===== src/rtl/joy_db15_multi_if.sv =====
// Pins between joy_db15_multi and the DB15 splitter, plus the decoded pad word.
// master = the reader core, slave = the splitter / pad side.
interface joy_db15_multi_if #(
  parameter int NUM_PLAYERS = 2
);
  logic                        JOY_CLK;
  logic                        JOY_LOAD;
  logic                        JOY_DATA;
  logic [NUM_PLAYERS*16-1:0]   joystick;
  logic                        frame_strobe;

  modport master (
    output JOY_CLK,
    output JOY_LOAD,
    input  JOY_DATA,
    output joystick,
    output frame_strobe
  );

  modport slave (
    input  JOY_CLK,
    input  JOY_LOAD,
    output JOY_DATA,
    input  joystick,
    input  frame_strobe
  );
endinterface


===== src/rtl/joy_db15_multi.sv =====
// Serial reader for a chained DB15 joystick splitter: load, shift and decode one frame per cycle.
// Optional macro JOY_DB15_DEBOUNCE_EN: a bit only changes when two consecutive frames agree.
module joy_db15_multi #(
  parameter int NUM_PLAYERS     = 2,
  parameter int BITS_PER_PLAYER = 12,
  parameter int CLK_DIV_LOG2    = 6
) (
  input  logic                 clk,
  input  logic                 reset,
  joy_db15_multi_if.master     bus
);
  localparam int TOTAL_BITS = NUM_PLAYERS * BITS_PER_PLAYER;
  localparam int JOY_W      = NUM_PLAYERS * 16;
  localparam int CNT_W      = (TOTAL_BITS > 1) ? $clog2(TOTAL_BITS) : 1;
  localparam logic [CNT_W-1:0] LAST_BIT = CNT_W'(TOTAL_BITS - 1);

  typedef enum logic [2:0] {IDLE, LOAD, SETTLE, SHIFT, UPDATE} state_t;

  state_t                  state_q;
  logic [CLK_DIV_LOG2-1:0] div_q;
  logic                    joy_clk_q;
  logic                    joy_load_q;
  logic                    frame_strobe_q;
  logic [CNT_W-1:0]        bit_cnt_q;
  logic [TOTAL_BITS-1:0]   stream_q;
  logic [TOTAL_BITS-1:0]   stream_next;
  logic [JOY_W-1:0]        joystick_q;
  logic [JOY_W-1:0]        frame_map;
  logic [JOY_W-1:0]        joy_next;
  logic                    tick;
  logic                    rise_tick;

  // Stream bit k lands in player k/BITS_PER_PLAYER, bit k%BITS_PER_PLAYER; unused high bits stay 0.
  function automatic logic [JOY_W-1:0] map_stream(input logic [TOTAL_BITS-1:0] s);
    logic [JOY_W-1:0] m;
    m = '0;
    for (int p = 0; p < NUM_PLAYERS; p++) begin
      for (int b = 0; b < BITS_PER_PLAYER; b++) begin
        m[16*p + b] = s[p*BITS_PER_PLAYER + b];
      end
    end
    return m;
  endfunction

  assign tick      = (div_q == '1);
  assign rise_tick = tick && !joy_clk_q;

  // New bits enter at the top and walk down, so after a full frame bit k sits at index k.
  always_comb begin
    stream_next                 = stream_q >> 1;
    stream_next[TOTAL_BITS-1]   = ~bus.JOY_DATA;
  end

  assign frame_map = map_stream(stream_next);

`ifdef JOY_DB15_DEBOUNCE_EN
  logic [JOY_W-1:0] raw_q;
  logic [JOY_W-1:0] agree;

  assign agree    = ~(frame_map ^ raw_q);
  assign joy_next = (frame_map & agree) | (joystick_q & ~agree);
`else
  assign joy_next = frame_map;
`endif

  always_ff @(posedge clk) begin
    if (reset) begin
      state_q        <= IDLE;
      div_q          <= '0;
      joy_clk_q      <= 1'b0;
      joy_load_q     <= 1'b1;
      frame_strobe_q <= 1'b0;
      bit_cnt_q      <= '0;
      stream_q       <= '0;
      joystick_q     <= '0;
`ifdef JOY_DB15_DEBOUNCE_EN
      raw_q          <= '0;
`endif
    end else begin
      div_q          <= div_q + CLK_DIV_LOG2'(1);
      frame_strobe_q <= 1'b0;
      if (tick) begin
        joy_clk_q <= ~joy_clk_q;
      end
      case (state_q)
        IDLE: begin
          if (rise_tick) begin
            state_q    <= LOAD;
            joy_load_q <= 1'b0;
          end
        end
        LOAD: begin
          if (rise_tick) begin
            state_q    <= SETTLE;
            joy_load_q <= 1'b1;
          end
        end
        SETTLE: begin
          if (rise_tick) begin
            state_q   <= SHIFT;
            bit_cnt_q <= '0;
          end
        end
        SHIFT: begin
          if (rise_tick) begin
            stream_q  <= stream_next;
            bit_cnt_q <= bit_cnt_q + CNT_W'(1);
            // The last bit is folded in combinationally so the word is published as UPDATE begins.
            if (bit_cnt_q == LAST_BIT) begin
              state_q        <= UPDATE;
              joystick_q     <= joy_next;
              frame_strobe_q <= 1'b1;
`ifdef JOY_DB15_DEBOUNCE_EN
              raw_q          <= frame_map;
`endif
            end
          end
        end
        UPDATE: begin
          state_q <= IDLE;
        end
        default: begin
          state_q <= IDLE;
        end
      endcase
    end
  end

  assign bus.JOY_CLK      = joy_clk_q;
  assign bus.JOY_LOAD     = joy_load_q;
  assign bus.joystick     = joystick_q;
  assign bus.frame_strobe = frame_strobe_q;
endmodule


===== src/flat_wrapper.sv =====
// flat-port wrapper written by rule: the top's interface ports become plain ports
module joy_db15_multi_flat 
#(
  parameter int NUM_PLAYERS     = 2,
  parameter int BITS_PER_PLAYER = 12,
  parameter int CLK_DIV_LOG2    = 6
)
  (clk, reset, bus_JOY_CLK, bus_JOY_LOAD, bus_JOY_DATA, bus_joystick, bus_frame_strobe);
  joy_db15_multi_if #(.NUM_PLAYERS(NUM_PLAYERS)) bus_i ();
  input  logic clk;
  input  logic reset;
  output wire logic [$bits(bus_i.JOY_CLK)-1:0] bus_JOY_CLK;
  output wire logic [$bits(bus_i.JOY_LOAD)-1:0] bus_JOY_LOAD;
  input wire logic [$bits(bus_i.JOY_DATA)-1:0] bus_JOY_DATA;
  output wire logic [$bits(bus_i.joystick)-1:0] bus_joystick;
  output wire logic [$bits(bus_i.frame_strobe)-1:0] bus_frame_strobe;
  assign bus_JOY_CLK = bus_i.JOY_CLK;
  assign bus_JOY_LOAD = bus_i.JOY_LOAD;
  assign bus_i.JOY_DATA = bus_JOY_DATA;
  assign bus_joystick = bus_i.joystick;
  assign bus_frame_strobe = bus_i.frame_strobe;
  joy_db15_multi #(.NUM_PLAYERS(NUM_PLAYERS), .BITS_PER_PLAYER(BITS_PER_PLAYER), .CLK_DIV_LOG2(CLK_DIV_LOG2)) u_core (.clk(clk), .reset(reset), .bus(bus_i));
endmodule

===== config.mk =====
export PLATFORM = sky130hd
export DESIGN_NAME = joy_db15_multi_flat
export DESIGN_NICKNAME = d
export VERILOG_FILES = /design/src/rtl/joy_db15_multi_if.sv /design/src/rtl/joy_db15_multi.sv /design/src/flat_wrapper.sv
export SDC_FILE = /design/constraint.sdc
export NUM_CORES = 1
export LEC_CHECK = 0
export CAP_MARGIN = 10
export CORE_MARGIN = 5
export CORE_UTILIZATION = 55
export CTS_BUF_LIST = sky130_fd_sc_hd__clkbuf_4
export DETAILED_ROUTE_END_ITERATION = 10
export PLACE_DENSITY = 0.78
export SYNTH_ARGS = -nofsm -noshare
export SYNTH_HDL_FRONTEND = slang
export SYNTH_SLANG_ARGS = --single-unit

===== constraint.sdc =====
create_clock -name clk -period 1.9 [get_ports clk]
set_input_delay 0.19 -clock clk [delete_from_list [all_inputs] [get_ports clk]]
set_output_delay 0.19 -clock clk [all_outputs]
set_load 0.05 [all_outputs]

==> flow_metrics.py, run 1 <==
metrics = {
    "drt": {
        "avgViaCountPerCell": 5.419,
        "route.detailed.drc": 0,
        "drt_first_pass_iters": 4,
        "detail_route.wirelength_um": 4586,
        "detailedRoute.firstIterationViolations": 105,
        "dr_total_vias": 1848,
        "wl_per_cell_um": 13.45,
        "antenna_violating_nets_post_route": 0,
    },
    "setup_path": {
        "path_class": "reg -> reg",
        "critical_path.max_fanout": 4,
        "cp_num_buf_inv": 0,
        "path_depth": 5,
        "timing.critical_path.slowest_cell_delay_ns": 0.55,
        "worst_path_max_delay_cell": "or4_4",
        "crit_path_cell_trace": "ha_2 > nand3_2 > or4_4 > or3_1 > a21oi_2",
        "worst_ep_required_time_ns": 2.24,
        "cp.arrival_ns": 2.15,
        "start_kind": "register",
        "worst_path_dominant_cell_family": "simple AND/OR/NAND/NOR gates",
        "rr_worst_depth": 5,
        "endpoint_kind": "register",
    },
    "final_layout": {
        "finish.cell_count_without_fillers": 341,
        "layout.nets": 289,
        "multi_input_comb_area_um2": 1132,
        "drive_above_1_share_pct": 10.38,
        "fill_cells": 350,
        "final_area_um2": 3010,
        "n_antenna_cell": 0,
        "syn_to_final_growth_pct": 19.17,
        "regArea_um2": 1281,
    },
    "timing": {
        "timing.setup.tns_ns": 0,
        "rsz0062_at_grt": "no",
        "hold_viol": 0,
        "period_needed_ns": 1.807,
        "fmax_ghz": 0.5535,
        "finish_stage_setup_viols": 0,
        "tightest_slew_ns": 0.5294,
        "relSlewSlack_pct": 64.38,
        "whs_ns": 0.4211,
        "fin_worst_skew_ns": 0.01257,
        "fin_crit_sh_pct": 95.08,
        "final_max_slew_viol_count": 0,
    },
    "floorplanning": {
        "boundaryPins": 38,
        "placementRows": 24,
        "fp.dieArea_um2": 6048,
        "die-width_um": 77.77,
        "die_h_um": 77.77,
        "coreArea_um2": 4414,
        "initial_utilization_pct": 57.23,
    },
    "placement": {
        "routability_congestion_estimate": 0.8241,
        "placement.cell_area_um2": 2846,
        "dpl.hpwl_um": 2952,
        "placed_cells": 325,
        "buffer_ports.inserted": 29,
    },
    "yosys": {
        "synth_ff_type": "dfxtp_1",
        "synth_top_area_share_pct": 50.72,
        "synth_warnings": 0,
        "synthCells": 253,
        "synth_area_um2": 2526,
        "syn_avg_cell_area_um2": 9.985,
        "synth_cell_type_count": 39,
        "post_synth_arst_share_pct": 0,
        "netlist_top_cells_count": "dfxtp_1 (64), nand2b_1 (26), nand3b_1 (25), o21ai_0 (25), mux2i_1 (23)",
        "synth_largest_area_cell": "dfxtp_1",
        "ys_top_cells_by_area": "dfxtp_1 (51%), mux2i_1 (9.1%), nand3b_1 (7.4%)",
        "synth-seq-cells": 64,
        "synth-seq-area-share_pct": 50.72,
        "synth_enable_flop_cells": 0,
        "synth.most_common_cell": "dfxtp_1",
    },
    "power": {
        "totalPowerFinal_mw": 2.456,
        "powerDensity_nw_per_um2": 815.8,
        "irDropWorstVdd_mv": 0.4774,
        "p_leak_nw": 1.021,
    },
    "cts": {
        "cts-hold-fix-buffers": 0,
        "worst_skew_pair.late_latency_ns": 0.40,
        "root_buffer": "clkbuf_4",
        "postCtsSetupBuffers": 0,
        "numCtsBuffers": 9,
        "cts_tree": "built",
        "path_clk_slew_ns": 0.10,
        "cts-htree-levels": 3,
        "clockBufferDepth": 2,
        "number_of_clock_sinks": 64,
    },
    "grt": {
        "first_global_vias": 1705,
        "antenna_violations_before_repair": 0,
        "maximum_number_of_pins_on_one_net_before_global_route_repair": 49,
        "grt_util_all_layers_pct": 15.53,
        "grt_first_pass_wirelength_um": 7569,
        "grt-ovfl-total": 0,
    },
    "job": {
        "drv.max_cap_violation_count": 0,
    },
    "min_path": {
        "whs_path_depth": 2,
        "worstHoldPathType": "in -> reg",
    },
    "status": {
        "outcome": "finished clean",
    },
}
## flip-flops by register name, summed over array words and instances, names as in the netlist
register	flops
u_core.bus.joystick	24
u_core.bus.JOY_LOAD	1
u_core.state_q	3
u_core.bus.frame_strobe	1
u_core.bit_cnt_q	5
u_core.div_q	6
u_core.bus.JOY_CLK	1
u_core.stream_q	23
## worst register-to-register path, stage by stage, from the launching register on
cell and delay (ns):
dfxtp_1 0.38, ha_2 0.23, nand3_2 0.12, or4_4 0.55, or3_1 0.34, a21oi_2 0.14
## area by class of cell
cell class / instances / share of cell area [%]
clock inverters: 6 / 2.785
clock buffers: 10 / 2.494
repair buffers: 37 / 12.14
well taps: 52 / 2.161
inverters: 2 / 0.2494
flip-flops and latches: 64 / 42.56
multi-input cells: 170 / 37.61
## power breakdown
part,internal [mW],switching (mW),total [mW]
combinational,0.0277,0.0571,0.0848
sequential,1.35,0.00549,1.35
clock,0.542,0.478,1.02
total,1.92,0.540,2.46
## cell families (layout without fill, tap and decap cells)
family / Yosys count / in the layout / share of synthesized area (%)
flip-flops: 64 / 64 / 50.72
adder cells (fa/ha/maj): 2 / 2 / 0.9904
buffers and inverters: 26 / 55 / 5.597
XOR/XNOR: 4 / 4 / 1.387
other: 1 / 8 / 0.1484
AND/OR/NAND/NOR: 97 / 97 / 23.92
multiplexers: 23 / 23 / 9.113
AO/OA/AOI/OAI: 36 / 36 / 8.123
## stage by stage
stage	setup slack [ns]	util, %
after detailed placement	0.07499	64.48
after CTS	0.008976	68.08
final	0.09341	68.20
after global routing	0.01881	68.20
after global placement	0.1455	64.48
after floorplan	0.1802	-
## final timing paths
kind,startpoint,end,slack (ns)
worst max-delay path,u_core.div_q[0],u_core.bit_cnt_q[0],0.09
worst min-delay path,bus_JOY_DATA,u_core.bus.joystick[27],0.42
worst max register to register,u_core.div_q[0],u_core.bit_cnt_q[0],0.09
worst min register to register,u_core.div_q[0],u_core.div_q[0],0.47
## repair_timing
item | CTS | global route
endpoints found under the setup margin | 0 | 3
resized for setup | 0 | 2
hold endpoints to repair | 0 | 0
## layout by cell type (no fill, tap or decap), types with 2 or more instances in the layout
cell | Yosys | final
conb_1 | 1 | 8
clkdlybuf4s50_1 | 0 | 28
buf_4 | 10 | 7
nor4_1 | 2 | 2
clkinvlp_4 | 0 | 2
nand2b_1 | 26 | 26
nor2_1 | 9 | 9
mux2i_1 | 23 | 23
xor2_1 | 2 | 2
xnor2_1 | 2 | 2
dfxtp_1 | 64 | 64
a21oi_1 | 3 | 3
and4b_1 | 2 | 2
nand4_1 | 3 | 3
inv_1 | 2 | 2
clkbuf_4 | 0 | 10
bufinv_16 | 0 | 2
o21ai_0 | 25 | 25
nand3_1 | 6 | 6
nand3b_1 | 25 | 25
nor3_1 | 6 | 6
nor2b_1 | 2 | 2
nand2_1 | 7 | 7
## layer usage
layer  share of wire, %  wire length (um)  vias up  global-route usage, %
met5                  0                 0        -                      0
met4                2.4               108        0                  9.794
met3                6.0               273       10                  3.819
met2                 45              2058       60                  23.79
met1                 47              2145      845                  19.44
li1                   -                 -      933                      -
(Power assumes the default switching activity.)
==> run 2: changes to the inputs <==
- CELL_PAD_IN_SITES_DETAIL_PLACEMENT: not set -> 0
- CELL_PAD_IN_SITES_GLOBAL_PLACEMENT: not set -> 2
- CORE_UTILIZATION: 55 -> 35
==> flow_metrics.py, run 2 (synthesis gave the netlist of run 1 again) <==
metrics = {
    "final_layout": {
        "layout.nets": 292,
        "regArea_um2": 1282,
        "largest_reg_flops": 24,
        "fill_cells": 716,
        "most-common-layout-cells": "dfxtp_1 (63), clkdlybuf4s50_1 (28), nand2b_1 (26)",
        "drive_above_1_share_pct": 11.64,
        "n_antenna_cell": 0,
        "multi_input_comb_area_um2": 1132,
        "final_core_util_pct": 43.36,
        "layout_commonest_cell": "dfxtp_1",
        "syn_to_final_growth_pct": 22.49,
    },
    "setup_path": {
        "timing.critical_path.slowest_cell_delay_ns": 0.56,
        "path_class": "reg -> reg",
        "crit-reg2reg-capture": "u_core.bit_cnt_q[0]",
        "worst_path_max_delay_cell": "or4_4",
        "cp.arrival_ns": 2.10,
        "start_kind": "register",
        "worst_ep_required_time_ns": 2.23,
        "startpoint": "u_core.div_q[1]",
        "crit-reg2reg-launch": "u_core.div_q[1]",
        "timing.reg2reg.setup_slack_ns": 0.14,
        "rr_worst_depth": 5,
        "endpoint_kind": "register",
        "crit_path_cell_trace": "ha_2 > nand3_2 > or4_4 > or3_1 > a21oi_2",
        "critical_path.max_fanout": 4,
    },
    "job": {
        "drv.max_cap_violation_count": 0,
    },
    "power": {
        "internal-power_mw": 1.907,
        "power_frac_clock_pct": 41.9,
        "powerDensity_nw_per_um2": 798.9,
        "p_leak_nw": 1.022,
        "combPwrFrac_pct": 3.4,
        "switching_part_of_the_total_pct": 22.84,
        "p_sw_mw": 0.5646,
        "irDropWorstVdd_mv": 0.3311,
        "power.share.sequential_pct": 54.7,
    },
    "timing": {
        "fin_worst_skew_ns": 0.01713,
        "tightest_slew_ns": 0.5044,
        "hold_viol": 0,
        "period_needed_ns": 1.763,
        "fmax_ghz": 0.5673,
        "rsz0062_at_grt": "no",
        "relSlewSlack_pct": 66.27,
        "finish_stage_setup_viols": 0,
        "fin_crit_sh_pct": 92.77,
        "final_max_slew_viol_count": 0,
        "timing.setup.tns_ns": 0,
    },
    "grt": {
        "antenna_violations_before_repair": 0,
        "grt-ovfl-total": 0,
        "grt_util_all_layers_pct": 11.46,
        "grt_first_pass_wirelength_um": 8114,
        "first_global_vias": 1721,
        "maximum_number_of_pins_on_one_net_before_global_route_repair": 31,
    },
    "drt": {
        "route.detailed.drc": 0,
        "wl_per_cell_um": 11.80,
        "detail_route.wirelength_um": 4612,
        "dr_total_vias": 1796,
        "antenna_violating_nets_post_route": 0,
        "avgViaCountPerCell": 4.593,
        "drt_first_pass_iters": 4,
        "detailedRoute.firstIterationViolations": 55,
    },
    "floorplanning": {
        "die_h_um": 94.96,
        "placementRows": 31,
        "fp.dieArea_um2": 9016,
        "boundaryPins": 38,
        "coreArea_um2": 7137,
        "initial_utilization_pct": 35.40,
        "die-width_um": 94.96,
    },
    "cts": {
        "cts_tree": "built",
        "clockBufferDepth": 2,
        "path_clk_slew_ns": 0.11,
        "number_of_clock_sinks": 64,
        "worst_skew_pair.late_latency_ns": 0.40,
        "cts-htree-levels": 3,
        "numCtsBuffers": 9,
        "root_buffer": "clkbuf_4",
    },
    "min_path": {
        "worstHoldPathType": "in -> reg",
        "min_to": "u_core.bus.joystick[27]",
        "whs_path_depth": 2,
        "hp-start": "bus_JOY_DATA",
    },
    "placement": {
        "buffer_ports.inserted": 29,
        "routability_congestion_estimate": 0.7238,
        "dpl.hpwl_um": 3087,
    },
    "status": {
        "outcome": "finished clean",
    },
}
run 2: changes by cell type in the layout (fill, tap and decap cells not counted):
cell / delta
dlygate4sd2_1: +1
clkbuf_4: -1
buf_4: +3
dfxtp_1: -1
dlymetal6s2s_1: -1
clkinv_2: -1
dfxtp_2: +1
clkinv_4: +2
run 2: worst max path at each step:
stage / slack, ns / cells past startpoint / to
detailed placement: 0.09 / 5 / u_core.bit_cnt_q[0]
finish: 0.14 / 5 / u_core.bit_cnt_q[0]
CTS: 0.07 / 5 / u_core.bit_cnt_q[0]
floorplan: 0.18 / 5 / u_core.bit_cnt_q[0]
global placement: 0.13 / 5 / u_core.bit_cnt_q[0]
global route: 0.02 / 5 / u_core.bit_cnt_q[0]
run 2: layer usage:
metal | vias to the layer above | part of all wire, % | GRT usage [%]
met2 | 35 | 41 | 15.74
li1 | 946 | - | -
met4 | 0 | 2.6 | 6.490
met3 | 9 | 4.0 | 2.869
met1 | 806 | 52 | 16.14
met5 | - | 0 | 0
run 2: per-stage QoR:
stage	area [um2]	instances	setup slack (ns)	total power, mW	hold WS, ns
2_1_floorplan	2552	260	0.1802	1.464	0.2931
3_3_place_gp	2928	375	0.1334	1.468	0.4394
3_5_place_dp	2928	375	0.09048	1.467	0.4495
4_1_cts	3090	391	0.06864	2.518	0.3734
5_1_grt	3094	391	0.02172	2.581	0.3914
6_report	3094	391	0.1374	2.472	0.3902
run 2: layout make-up:
type | count | area share, %
sequential | 64 | 41.45
multi-input combinational | 170 | 36.60
timing repair buffer | 40 | 12.41
tap | 99 | 4.003
clock inverter | 7 | 3.114
clock buffer | 9 | 2.184
inverter | 2 | 0.2426
run 2: critical path, delay by kind of cell, from the launching register on:
kind | cells | cell delay [ns]
AO/OA/AOI/OAI | 1 | 0.13
adder cells (fa/ha/maj) | 1 | 0.22
flip-flops | 1 | 0.36
AND/OR/NAND/NOR | 3 | 1.01
run 2: power groups by stage:
stage | logic (mW) | clock network (mW) | registers, mW
final | 0.0846 | 1.04 | 1.35
after global routing | 0.0900 | 1.14 | 1.35
after CTS | 0.0850 | 1.08 | 1.35
after detailed placement | 0.0846 | 0 | 1.38
after global placement | 0.0855 | 0 | 1.38
after floorplan | 0.0829 | 0 | 1.38
run 2: timing repair:
item	4_1_cts	5_1_grt
endpoints found under the setup margin	1	1
setup buffers	0	0
resized for setup	1	2
hold buffers	0	0
==> run 3: changes to the inputs <==
- GPL_TIMING_DRIVEN: not set -> 1
==> results of run 3 <==
No change in the layout: final DEF, timing and power equal those of run 2.
